### src/rtl/aes_round_sequencer_if.sv
// Host-side block handshake for the AES round sequencer.
// Request fields travel with in_valid; the result handshake is out_valid/out_ready.
interface aes_round_sequencer_if;
  logic       in_valid;
  logic       in_ready;
  logic [1:0] key_len;
  logic       decrypt;
  logic       key_reuse;
  logic       out_valid;
  logic       out_ready;

  modport master (
    output in_valid,
    output key_len,
    output decrypt,
    output key_reuse,
    output out_ready,
    input  in_ready,
    input  out_valid
  );

  modport slave (
    input  in_valid,
    input  key_len,
    input  decrypt,
    input  key_reuse,
    input  out_ready,
    output in_ready,
    output out_valid
  );
endinterface

### src/rtl/aes_round_sequencer.sv
// Iterative AES round/key-expansion sequencer: one shared round datapath,
// Nr chosen from key length, optional decrypt key-schedule cache.
module aes_round_sequencer #(
  parameter int IDX_W = 4
) (
  input  logic             clk,
  input  logic             rst_n,
  aes_round_sequencer_if.slave host,
  output logic             dp_load,
  output logic             dp_init,
  output logic             dp_round_en,
  output logic             dp_last,
  output logic [IDX_W-1:0] round_idx,
  output logic             kexp_en,
  output logic [IDX_W-1:0] kexp_idx,
  output logic             busy,
  output logic             err
);

  typedef enum logic [2:0] {
    S_IDLE,
    S_KEYGEN,
    S_INIT,
    S_ROUND,
    S_FINAL,
    S_OUT
  } state_e;

  state_e state_q, state_d;

  logic [IDX_W-1:0] cnt_q, cnt_d;
  logic [IDX_W-1:0] nr_q, nr_d;
  logic             dec_q, dec_d;
  logic             cv_q, cv_d;
  logic [IDX_W-1:0] cnr_q, cnr_d;
  logic [IDX_W-1:0] nr_sel;
  logic             hit;

  logic             in_ready_q, in_ready_d;
  logic             busy_q, busy_d;
  logic             err_q, err_d;
  logic             init_q, init_d;
  logic             ren_q, ren_d;
  logic             last_q, last_d;
  logic [IDX_W-1:0] ridx_q, ridx_d;
  logic             ken_q, ken_d;
  logic [IDX_W-1:0] kidx_q, kidx_d;
  logic             ov_q, ov_d;

  always_comb begin
    nr_sel = IDX_W'(10);
    unique case (host.key_len)
      2'd1:    nr_sel = IDX_W'(12);
      2'd2:    nr_sel = IDX_W'(14);
      default: nr_sel = IDX_W'(10);
    endcase
  end

  // Cached schedule is only usable if it was built for the same Nr
  assign hit = host.key_reuse & cv_q & (cnr_q == nr_sel);

  always_comb begin
    state_d = state_q;
    cnt_d   = cnt_q;
    nr_d    = nr_q;
    dec_d   = dec_q;
    cv_d    = cv_q;
    cnr_d   = cnr_q;
    err_d   = 1'b0;
    unique case (state_q)
      S_IDLE: begin
        if (host.in_valid) begin
          if (host.key_len == 2'd3) begin
            err_d = 1'b1;
          end else begin
            nr_d  = nr_sel;
            dec_d = host.decrypt;
            if (!host.decrypt) begin
              cv_d    = 1'b0;
              state_d = S_INIT;
            end else if (hit) begin
              state_d = S_INIT;
            end else begin
              cnt_d   = IDX_W'(1);
              state_d = S_KEYGEN;
            end
          end
        end
      end
      S_KEYGEN: begin
        if (cnt_q == nr_q) begin
          cv_d    = 1'b1;
          cnr_d   = nr_q;
          state_d = S_INIT;
        end else begin
          cnt_d = cnt_q + IDX_W'(1);
        end
      end
      S_INIT: begin
        cnt_d   = IDX_W'(1);
        state_d = S_ROUND;
      end
      S_ROUND: begin
        if (cnt_q == nr_q - IDX_W'(1)) begin
          state_d = S_FINAL;
        end else begin
          cnt_d = cnt_q + IDX_W'(1);
        end
      end
      S_FINAL: state_d = S_OUT;
      S_OUT: begin
        if (host.out_ready) begin
          state_d = S_IDLE;
        end
      end
      default: state_d = S_IDLE;
    endcase
  end

  // Outputs are decoded from the next state so they come straight off flops
  always_comb begin
    in_ready_d = (state_d == S_IDLE);
    busy_d     = (state_d != S_IDLE);
    init_d     = 1'b0;
    ren_d      = 1'b0;
    last_d     = 1'b0;
    ridx_d     = '0;
    ken_d      = 1'b0;
    kidx_d     = '0;
    ov_d       = 1'b0;
    unique case (state_d)
      S_KEYGEN: begin
        ken_d  = 1'b1;
        kidx_d = cnt_d;
      end
      S_INIT: begin
        init_d = 1'b1;
        ridx_d = dec_d ? nr_d : '0;
      end
      S_ROUND: begin
        ren_d  = 1'b1;
        ridx_d = dec_d ? nr_d - cnt_d : cnt_d;
      end
      S_FINAL: begin
        ren_d  = 1'b1;
        last_d = 1'b1;
        ridx_d = dec_d ? '0 : nr_d;
      end
      S_OUT: ov_d = 1'b1;
      default: ;
    endcase
    if (!dec_d && (state_d == S_ROUND || state_d == S_FINAL)) begin
      ken_d  = 1'b1;
      kidx_d = ridx_d;
    end
  end

  always_ff @(posedge clk or negedge rst_n) begin
    if (!rst_n) begin
      state_q    <= S_IDLE;
      cnt_q      <= '0;
      nr_q       <= '0;
      dec_q      <= 1'b0;
      cv_q       <= 1'b0;
      cnr_q      <= '0;
      in_ready_q <= 1'b1;
      busy_q     <= 1'b0;
      err_q      <= 1'b0;
      init_q     <= 1'b0;
      ren_q      <= 1'b0;
      last_q     <= 1'b0;
      ridx_q     <= '0;
      ken_q      <= 1'b0;
      kidx_q     <= '0;
      ov_q       <= 1'b0;
    end else begin
      state_q    <= state_d;
      cnt_q      <= cnt_d;
      nr_q       <= nr_d;
      dec_q      <= dec_d;
      cv_q       <= cv_d;
      cnr_q      <= cnr_d;
      in_ready_q <= in_ready_d;
      busy_q     <= busy_d;
      err_q      <= err_d;
      init_q     <= init_d;
      ren_q      <= ren_d;
      last_q     <= last_d;
      ridx_q     <= ridx_d;
      ken_q      <= ken_d;
      kidx_q     <= kidx_d;
      ov_q       <= ov_d;
    end
  end

  // Load strobe marks the accepting cycle itself so the datapath captures
  // the block on the same edge the request is taken
  assign dp_load = in_ready_q & host.in_valid & (host.key_len != 2'd3);

  assign host.in_ready  = in_ready_q;
  assign host.out_valid = ov_q;
  assign dp_init        = init_q;
  assign dp_round_en    = ren_q;
  assign dp_last        = last_q;
  assign round_idx      = ridx_q;
  assign kexp_en        = ken_q;
  assign kexp_idx       = kidx_q;
  assign busy           = busy_q;
  assign err            = err_q;

endmodule

### src/flat_wrapper.sv
// flat-port wrapper written by rule: the top's interface ports become plain ports
module aes_round_sequencer_flat 
#(
  parameter int IDX_W = 4
)
  (clk, rst_n, dp_load, dp_init, dp_round_en, dp_last, round_idx, kexp_en, kexp_idx, busy, err, host_in_valid, host_key_len, host_decrypt, host_key_reuse, host_out_ready, host_in_ready, host_out_valid);
  aes_round_sequencer_if host_i ();
  input  logic clk;
  input  logic rst_n;
  output logic dp_load;
  output logic dp_init;
  output logic dp_round_en;
  output logic dp_last;
  output logic [IDX_W-1:0] round_idx;
  output logic kexp_en;
  output logic [IDX_W-1:0] kexp_idx;
  output logic busy;
  output logic err;
  input wire logic [$bits(host_i.in_valid)-1:0] host_in_valid;
  input wire logic [$bits(host_i.key_len)-1:0] host_key_len;
  input wire logic [$bits(host_i.decrypt)-1:0] host_decrypt;
  input wire logic [$bits(host_i.key_reuse)-1:0] host_key_reuse;
  input wire logic [$bits(host_i.out_ready)-1:0] host_out_ready;
  output wire logic [$bits(host_i.in_ready)-1:0] host_in_ready;
  output wire logic [$bits(host_i.out_valid)-1:0] host_out_valid;
  assign host_i.in_valid = host_in_valid;
  assign host_i.key_len = host_key_len;
  assign host_i.decrypt = host_decrypt;
  assign host_i.key_reuse = host_key_reuse;
  assign host_i.out_ready = host_out_ready;
  assign host_in_ready = host_i.in_ready;
  assign host_out_valid = host_i.out_valid;
  aes_round_sequencer #(.IDX_W(IDX_W)) u_core (.clk(clk), .rst_n(rst_n), .host(host_i), .dp_load(dp_load), .dp_init(dp_init), .dp_round_en(dp_round_en), .dp_last(dp_last), .round_idx(round_idx), .kexp_en(kexp_en), .kexp_idx(kexp_idx), .busy(busy), .err(err));
endmodule
### config.mk
export PLATFORM = sky130hd
export DESIGN_NAME = aes_round_sequencer_flat
export DESIGN_NICKNAME = d
export VERILOG_FILES = /design/src/rtl/aes_round_sequencer_if.sv /design/src/rtl/aes_round_sequencer.sv /design/src/flat_wrapper.sv
export SDC_FILE = /design/constraint.sdc
export NUM_CORES = 1
export LEC_CHECK = 0
export CAP_MARGIN = 20
export CORE_MARGIN = 8
export CORE_UTILIZATION = 50
export CTS_BUF_LIST = sky130_fd_sc_hd__clkbuf_2 sky130_fd_sc_hd__clkbuf_4 sky130_fd_sc_hd__clkbuf_8
export CTS_CLUSTER_DIAMETER = 100
export DETAILED_ROUTE_END_ITERATION = 8
export GPL_ROUTABILITY_DRIVEN = 0
export MAX_ROUTING_LAYER = met4
export PLACE_DENSITY = 0.74
export SLEW_MARGIN = 20
export SYNTH_ARGS = -nofsm -noshare
export SYNTH_HDL_FRONTEND = slang
export SYNTH_SLANG_ARGS = --single-unit
### constraint.sdc
create_clock -name clk -period 9.3 [get_ports clk]
set_input_delay 2.325 -clock clk [delete_from_list [all_inputs] [get_ports clk]]
set_output_delay 2.325 -clock clk [all_outputs]
set_load 0.01 [all_outputs]
After elaboration in Yosys (flattened, before gate mapping)
Index checks and enable logic that the tools add are counted.

Bitwise logic cells: 4. Magnitude comparators: 0. $add $sub $neg: 3. Shift operators: 0. Mux-type cells: 42. Reduce and logical (&&, ||, !) cells: 10. Multiply operators: 0. Equal/unequal tests: 21. Div/mod/pow operators: 0.

Operators by type and width (count): 2-to-1 mux 4 bit (14); 2-to-1 mux 3 bit (6); case mux 3 bit (6 select lines) (1); 2-to-1 mux 1 bit (16); case mux 4 bit (4 select lines) (1); equality test 3 x 2 -> 1 bit, second input constant (4); equality test 3 bit, second input constant (4); equality test 4 bit (3); case mux 4 bit (3 select lines) (1); != test 2 bit, second input constant (4); equality test 3 x 1 -> 1 bit, second input constant (2); logical NOT 3 bit (2); case mux 3 bit (2 select lines) (1); AND reduction 5 bit (1); adder 4 x 1 -> 4 bit, second input constant (1); bitwise AND 1 bit (4); equality test 2 bit, second input constant (2); subtractor 4 x 1 -> 4 bit, second input constant (1); subtractor 4 bit (1); nonzero test 3 bit (1); equality test 2 x 1 -> 1 bit, second input constant (1); 2-to-1 mux 2 bit (1); != test 2 x 1 -> 1 bit, second input constant (1); case mux 1 bit (2 select lines) (1); other kinds (6) (6).

ROM bits: 0. Latch bits: 0. Output and inout port bits: 17. Logic and storage cells: 96. RAM bits: 0. Register bits after elaboration: 33. Memories kept: 0. Input port bits: 8.

Depth between registers and ports, before layout
Depth after elaboration: 13. Mapped depth: 16. Mapped depth without buffers: 15.

Worst setup path after synthesis
OpenSTA, ideal clock, no wires.

Path type: input -> register. Start point: input host_key_len[1]. End point: register u_core.ridx_q[3] (netlist: u_core.round_idx[3]). Library setup time: 126 ps. Data required time: 9174 ps. Path slack: 4034 ps. Arrival time: 5140 ps. Buffers on the path: 0. Cell stages on the path: 14. Cell sequence: inv_1 ha_1 xnor2_1 nor3_1 a211oi_1 nand3_4 a21oi_1 ha_1 nor2b_1 o21a_1 or3_1 nand3_1 a2111oi_4 a221o_1.

Cells in the longest elaborated chain, start to end: 12. Elaborated cells on any way between the ends: 30. Classes of those cells: add/sub (1); eq/ne (7); mux (21); bitwise (1).

Ends and longest elaborated chain: from (decl) (RTL line flat_wrapper.sv:20) `input wire logic [$bits(host_i.key_len)-1:0] host_key_len;`; equality test 2 bit or equality test 2 x 1 -> 1 bit (tied branches) (RTL line aes_round_sequencer.sv:52) `unique case (host.key_len)`; case mux 3 bit (2 select lines) (RTL line aes_round_sequencer.sv:52); equality test 4 bit (RTL line aes_round_sequencer.sv:60) `assign hit = host.key_reuse & cv_q & (cnr_q == nr_sel);`; bitwise AND 1 bit (RTL line aes_round_sequencer.sv:60); 2-to-1 mux 4 bit (RTL line aes_round_sequencer.sv:81) `end else if (hit) begin`; 2-to-1 mux 4 bit (RTL line aes_round_sequencer.sv:78) `if (!host.decrypt) begin`; 2-to-1 mux 4 bit (RTL line aes_round_sequencer.sv:73) `if (host.key_len == 2'd3) begin`; 2-to-1 mux 4 bit (RTL line aes_round_sequencer.sv:72) `if (host.in_valid) begin`; case mux 4 bit (4 select lines) (RTL line aes_round_sequencer.sv:70) `unique case (state_q)`; subtractor 4 bit (RTL line aes_round_sequencer.sv:142) `ridx_d = dec_d ? nr_d - cnt_d : cnt_d;`; 2-to-1 mux 4 bit (RTL line aes_round_sequencer.sv:142); case mux 4 bit (3 select lines) * (RTL line aes_round_sequencer.sv:131) `unique case (state_d)`; net u_core.ridx_d[3] (RTL line aes_round_sequencer.sv:45) `logic [IDX_W-1:0] ridx_q, ridx_d;`; to (signal assigned) (RTL line aes_round_sequencer.sv:189) `ridx_q <= ridx_d;`; to (decl) (RTL line aes_round_sequencer.sv:45).

Mark *: on every way through the listed nets, which the timed path passes. The rest lies on a longest branch. A chain may end at the register's enable or synchronous reset.

Worst setup path after layout
Start point: input host_key_len[0]. End point: output dp_load.

Cells in the longest elaborated chain, start to end: 2.

Ends and longest elaborated chain: != test 2 bit (RTL line aes_round_sequencer.sv:198) `assign dp_load = in_ready_q & host.in_valid & (host.key_len != 2'd3);`; bitwise AND 1 bit (RTL line aes_round_sequencer.sv:198); to (decl) (RTL line flat_wrapper.sv:10) `output logic dp_load;`.

No other way between the ends.

==> metrics.txt <==
# TYPE chip_impl_metric gauge
chip_impl_info{name="outcome",value="finished clean"} 1
chip_impl_metric{name="numPortBuffers",unit=""} 24
chip_impl_info{name="synth_most_common_cell",value="sky130_fd_sc_hd__dfrtp_1"} 1
chip_impl_metric{name="place.detailed.instances",unit=""} 235
chip_impl_metric{name="yosysWarningCount",unit=""} 0
chip_impl_metric{name="postRouteAntennaNets",unit=""} 0
chip_impl_metric{name="floorplan.io_pins",unit=""} 25
chip_impl_info{name="critical_path.endpoint_type",value="output pin"} 1
chip_impl_metric{name="dieWidth",unit="um"} 75.28
chip_impl_metric{name="global_route.usage.met2",unit="%"} 26.01
chip_impl_metric{name="synth_top_area_share",unit="%"} 45.58
chip_impl_metric{name="r2r.worst_path.cells",unit=""} 12
chip_impl_info{name="cts_root_buf",value="sky130_fd_sc_hd__clkbuf_4"} 1
chip_impl_metric{name="slowest_stage_delay_cp",unit="ns"} 0.54
chip_impl_metric{name="min_period",unit="ns"} 6.304
chip_impl_metric{name="synthArstFlopShare",unit="%"} 100.0
chip_impl_metric{name="cp_max_fo",unit=""} 6
chip_impl_metric{name="synth_seq_area_share",unit="%"} 47.08
chip_impl_metric{name="drt_first_iter_violations",unit=""} 121
chip_impl_metric{name="cts_resized",unit=""} 0
chip_impl_metric{name="cts_inserted_buffers",unit=""} 5
chip_impl_metric{name="grt_max_degree",unit=""} 34
chip_impl_metric{name="power_leakage",unit="nW"} 0.9700
chip_impl_metric{name="synth_seq_cells",unit=""} 33
chip_impl_info{name="critical_path.cell_chain",value="clkdlybuf4s50_1 > ha_1 > nor2b_1 > and2_1 > clkdlybuf4s50_1"} 1
chip_impl_info{name="post_synth_main_area_contributors",value="sky130_fd_sc_hd__dfrtp_1 46%, sky130_fd_sc_hd__ha_1 5.0%, sky130_fd_sc_hd__xor2_1 4.0%"} 1
chip_impl_metric{name="drt_drc_violations_left",unit=""} 0
chip_impl_metric{name="synth_cells",unit=""} 166
chip_impl_metric{name="setup_viol_count_final",unit=""} 0
chip_impl_metric{name="drive_above_1_share",unit="%"} 14.21
chip_impl_metric{name="slew_violations",unit=""} 0
chip_impl_metric{name="core-area",unit="um2"} 3363
chip_impl_metric{name="layoutNonFillerInstCount",unit=""} 243
chip_impl_metric{name="max_clock_freq",unit="GHz"} 0.1586
chip_impl_metric{name="groute.usage.overall",unit="%"} 16.13
chip_impl_info{name="critPathKind",value="primary input to output pin"} 1
chip_impl_info{name="reg2reg_from",value="u_core.cnt_q[2]"} 1
chip_impl_metric{name="globalRouteMet1Util",unit="%"} 17.82
chip_impl_metric{name="gr-usage-met3",unit="%"} 5.193
chip_impl_metric{name="placement_rows",unit=""} 21
chip_impl_info{name="rsz_0062_raised_after_global_routing",value="false"} 1
chip_impl_metric{name="tritoncts_num_sinks",unit=""} 33
chip_impl_metric{name="totalNegativeSetupSlack",unit="ns"} 0
chip_impl_metric{name="power-per-cell-area",unit="nW/um2"} 379.6
chip_impl_metric{name="reg2reg_slack",unit="ns"} 5.42
chip_impl_metric{name="timing_worst_slew_pin_value",unit="ns"} 0.7371
chip_impl_metric{name="detailedPlacementHpwl",unit="mm"} 2.980
chip_impl_metric{name="clkLatencyLatePin",unit="ns"} 0.34
chip_impl_metric{name="cts.path.max_buffers",unit=""} 2
chip_impl_metric{name="slew-limit-headroom",unit="%"} 50.34
chip_impl_metric{name="drv.max_cap_violation_count",unit=""} 0
chip_impl_metric{name="synthesis.area",unit="um2"} 1757
chip_impl_metric{name="initial_utilization",unit="%"} 52.23
chip_impl_info{name="holdCritPathClass",value="register to register"} 1
chip_impl_metric{name="crit_arrival",unit="ns"} 3.98
chip_impl_info{name="r2r-end",value="u_core.round_idx[3]"} 1
chip_impl_metric{name="die-area",unit="um2"} 5666
chip_impl_metric{name="die_h",unit="um"} 75.28
chip_impl_metric{name="avgSynthCellArea",unit="um2"} 10.58
chip_impl_metric{name="irDropWorstVdd",unit="mV"} 0.1875
chip_impl_info{name="netlist.top_cell.by_area",value="sky130_fd_sc_hd__dfrtp_1"} 1
chip_impl_metric{name="timing.critical_path.required",unit="ns"} 6.98
chip_impl_metric{name="synth-edff-count",unit=""} 0
chip_impl_metric{name="synthesis.nets",unit=""} 182
chip_impl_info{name="synthTopCellsByCount",value="32 x sky130_fd_sc_hd__dfrtp_1, 16 x sky130_fd_sc_hd__nand2_1, 13 x sky130_fd_sc_hd__inv_1"} 1
chip_impl_info{name="tritoncts",value="yes"} 1
chip_impl_info{name="ys.flop_type",value="sky130_fd_sc_hd__dfrtp_1"} 1
chip_impl_info{name="critPathLaunchType",value="primary input"} 1
chip_impl_metric{name="fin_nets",unit=""} 212
chip_impl_metric{name="totalPowerFinal",unit="uW"} 804.1
chip_impl_metric{name="post-route-util",unit="%"} 62.98
chip_impl_metric{name="fillerInstances",unit=""} 286
chip_impl_metric{name="grt.overflow.total",unit=""} 0
chip_impl_metric{name="drt-wirelength-per-cell",unit="um"} 16.33
chip_impl_metric{name="htreeDepth",unit=""} 2
chip_impl_metric{name="skew",unit="ns"} 0.005724
chip_impl_metric{name="grt_first_pass_wirelength",unit="mm"} 6.644
chip_impl_info{name="gr-max-usage-layer",value="met2"} 1
chip_impl_metric{name="distinct_cells_synth",unit=""} 53
chip_impl_metric{name="via_per_inst",unit=""} 5.630
chip_impl_metric{name="clk_transition_reported_paths",unit="ns"} 0.09
chip_impl_metric{name="first_global_vias",unit=""} 1427
chip_impl_metric{name="via_count",unit=""} 1368
chip_impl_metric{name="antennaDiodeCount",unit=""} 0
chip_impl_info{name="critPathSlowestCell",value="sky130_fd_sc_hd__clkdlybuf4s50_1"} 1
chip_impl_metric{name="antenna_found_initial",unit=""} 0
chip_impl_info{name="most_numerous_cell_on_the_critical_path",value="sky130_fd_sc_hd__clkdlybuf4s50_1"} 1
chip_impl_metric{name="number_of_hold_slack_violations_in_the_final_timing_report",unit=""} 0
chip_impl_info{name="crit_end",value="dp_load"} 1
chip_impl_metric{name="first_pass_iters",unit=""} 4
chip_impl_metric{name="cts.hold.buffers_added",unit=""} 0
chip_impl_metric{name="synthToLayoutAreaGrowth",unit="%"} 20.58
chip_impl_metric{name="postCtsSetupBuffers",unit=""} 0
chip_impl_metric{name="min_period_over_period",unit="%"} 67.78
chip_impl_info{name="critPathLaunch",value="host_key_len[0]"} 1
chip_impl_metric{name="wire_length_after_detailed_routing",unit="mm"} 3.969
metal layers:
layer / share of wire, % / routed length [um]
met5: 0 / 0
met1: 42 / 1649
met4: 2.2 / 88
met2: 48 / 1902
met3: 8.3 / 329
flip-flops by register name (all words and copies together), names as in the netlist:
register,cells
u_core.cnr_q,4
u_core.cnt_q,4
u_core.kexp_idx,4
u_core.nr_q,4
u_core.round_idx,4
u_core.state_q,3
u_core.busy,1
u_core.cv_q,1
u_core.dec_q,1
u_core.dp_init,1
u_core.dp_last,1
u_core.dp_round_en,1
u_core.err,1
u_core.host.in_ready,1
u_core.host.out_valid,1
u_core.kexp_en,1
cell families after synthesis:
| group | Yosys count | synth area share [%] |
|---|---|---|
| compound gates | 37 | 16.60 |
| xor+xnor | 11 | 5.485 |
| fa+ha+maj | 8 | 6.125 |
| buf+inv | 17 | 4.202 |
| flops | 33 | 47.08 |
| mux | 5 | 3.134 |
| simple gates | 55 | 17.38 |
worst min path at each step:
stage                         start               to  slack, ns  cells past startpoint
global placement    u_core.cnr_q[0]  u_core.cnr_q[0]       0.47                      2
detailed placement  u_core.cnr_q[0]  u_core.cnr_q[0]       0.48                      2
finish              u_core.cnr_q[0]  u_core.cnr_q[0]       0.49                      2
CTS                 u_core.cnr_q[0]  u_core.cnr_q[0]       0.50                      2
floorplan           u_core.cnr_q[0]  u_core.cnr_q[0]       0.44                      2
global route        u_core.cnr_q[0]  u_core.cnr_q[0]       0.51                      2
final cells by class:
class | count | area (um2) | share of cell area (%)
multi-input combinational | 116 | 855.8 | 40.40
clock buffer | 7 | 65.06 | 3.071
sequential | 33 | 827.0 | 39.04
clock inverter | 1 | 5.005 | 0.2363
timing repair buffer | 26 | 255.2 | 12.05
tap | 46 | 57.56 | 2.717
inverter | 14 | 52.55 | 2.481
layout by cell type (no fill, tap or decap), types with 3 or more instances in the layout:
master,synthesis,routed
sky130_fd_sc_hd__nand2_1,16,16
sky130_fd_sc_hd__clkbuf_4,0,5
sky130_fd_sc_hd__nor2b_1,4,4
sky130_fd_sc_hd__and3_1,3,3
sky130_fd_sc_hd__xnor2_1,3,3
sky130_fd_sc_hd__a31oi_1,3,3
sky130_fd_sc_hd__o31ai_1,4,4
sky130_fd_sc_hd__o21ai_0,5,5
sky130_fd_sc_hd__inv_1,13,13
sky130_fd_sc_hd__ha_1,7,7
sky130_fd_sc_hd__xor2_1,8,8
sky130_fd_sc_hd__nor2_1,8,8
sky130_fd_sc_hd__mux2_2,4,4
sky130_fd_sc_hd__clkdlybuf4s50_1,0,24
sky130_fd_sc_hd__or2_2,3,3
sky130_fd_sc_hd__a21oi_1,3,3
sky130_fd_sc_hd__nand3_1,5,5
sky130_fd_sc_hd__nor3_1,4,4
sky130_fd_sc_hd__a211oi_1,3,3
sky130_fd_sc_hd__dfrtp_1,32,32
per-stage QoR:
stage | hold slack (ns) | worst slack [ns] | instance area, um2
floorplan | 0.4412 | 4.034 | 1757
global placement | 0.4673 | 3.033 | 2048
detailed placement | 0.4766 | 2.969 | 2048
CTS | 0.4987 | 2.973 | 2118
global route | 0.5135 | 2.849 | 2118
finish | 0.4933 | 2.996 | 2118
report_power, final:
| part | internal (mW) | total [mW] | switching [mW] | leakage, nW |
|---|---|---|---|---|
| sequential | 0.201 | 0.246 | 0.0452 | 0.417 |
| combinational | 0.208 | 0.466 | 0.258 | 0.512 |
| clock | 0.0438 | 0.0917 | 0.0479 | 0.0413 |
| total | 0.453 | 0.804 | 0.351 | 0.970 |
critical path: cells and delay by family:
kind | cells | cell delay [ns]
buf+inv | 2 | 0.97
simple gates | 2 | 0.45
fa+ha+maj | 1 | 0.23
Power figures use the tool's default switching activity.
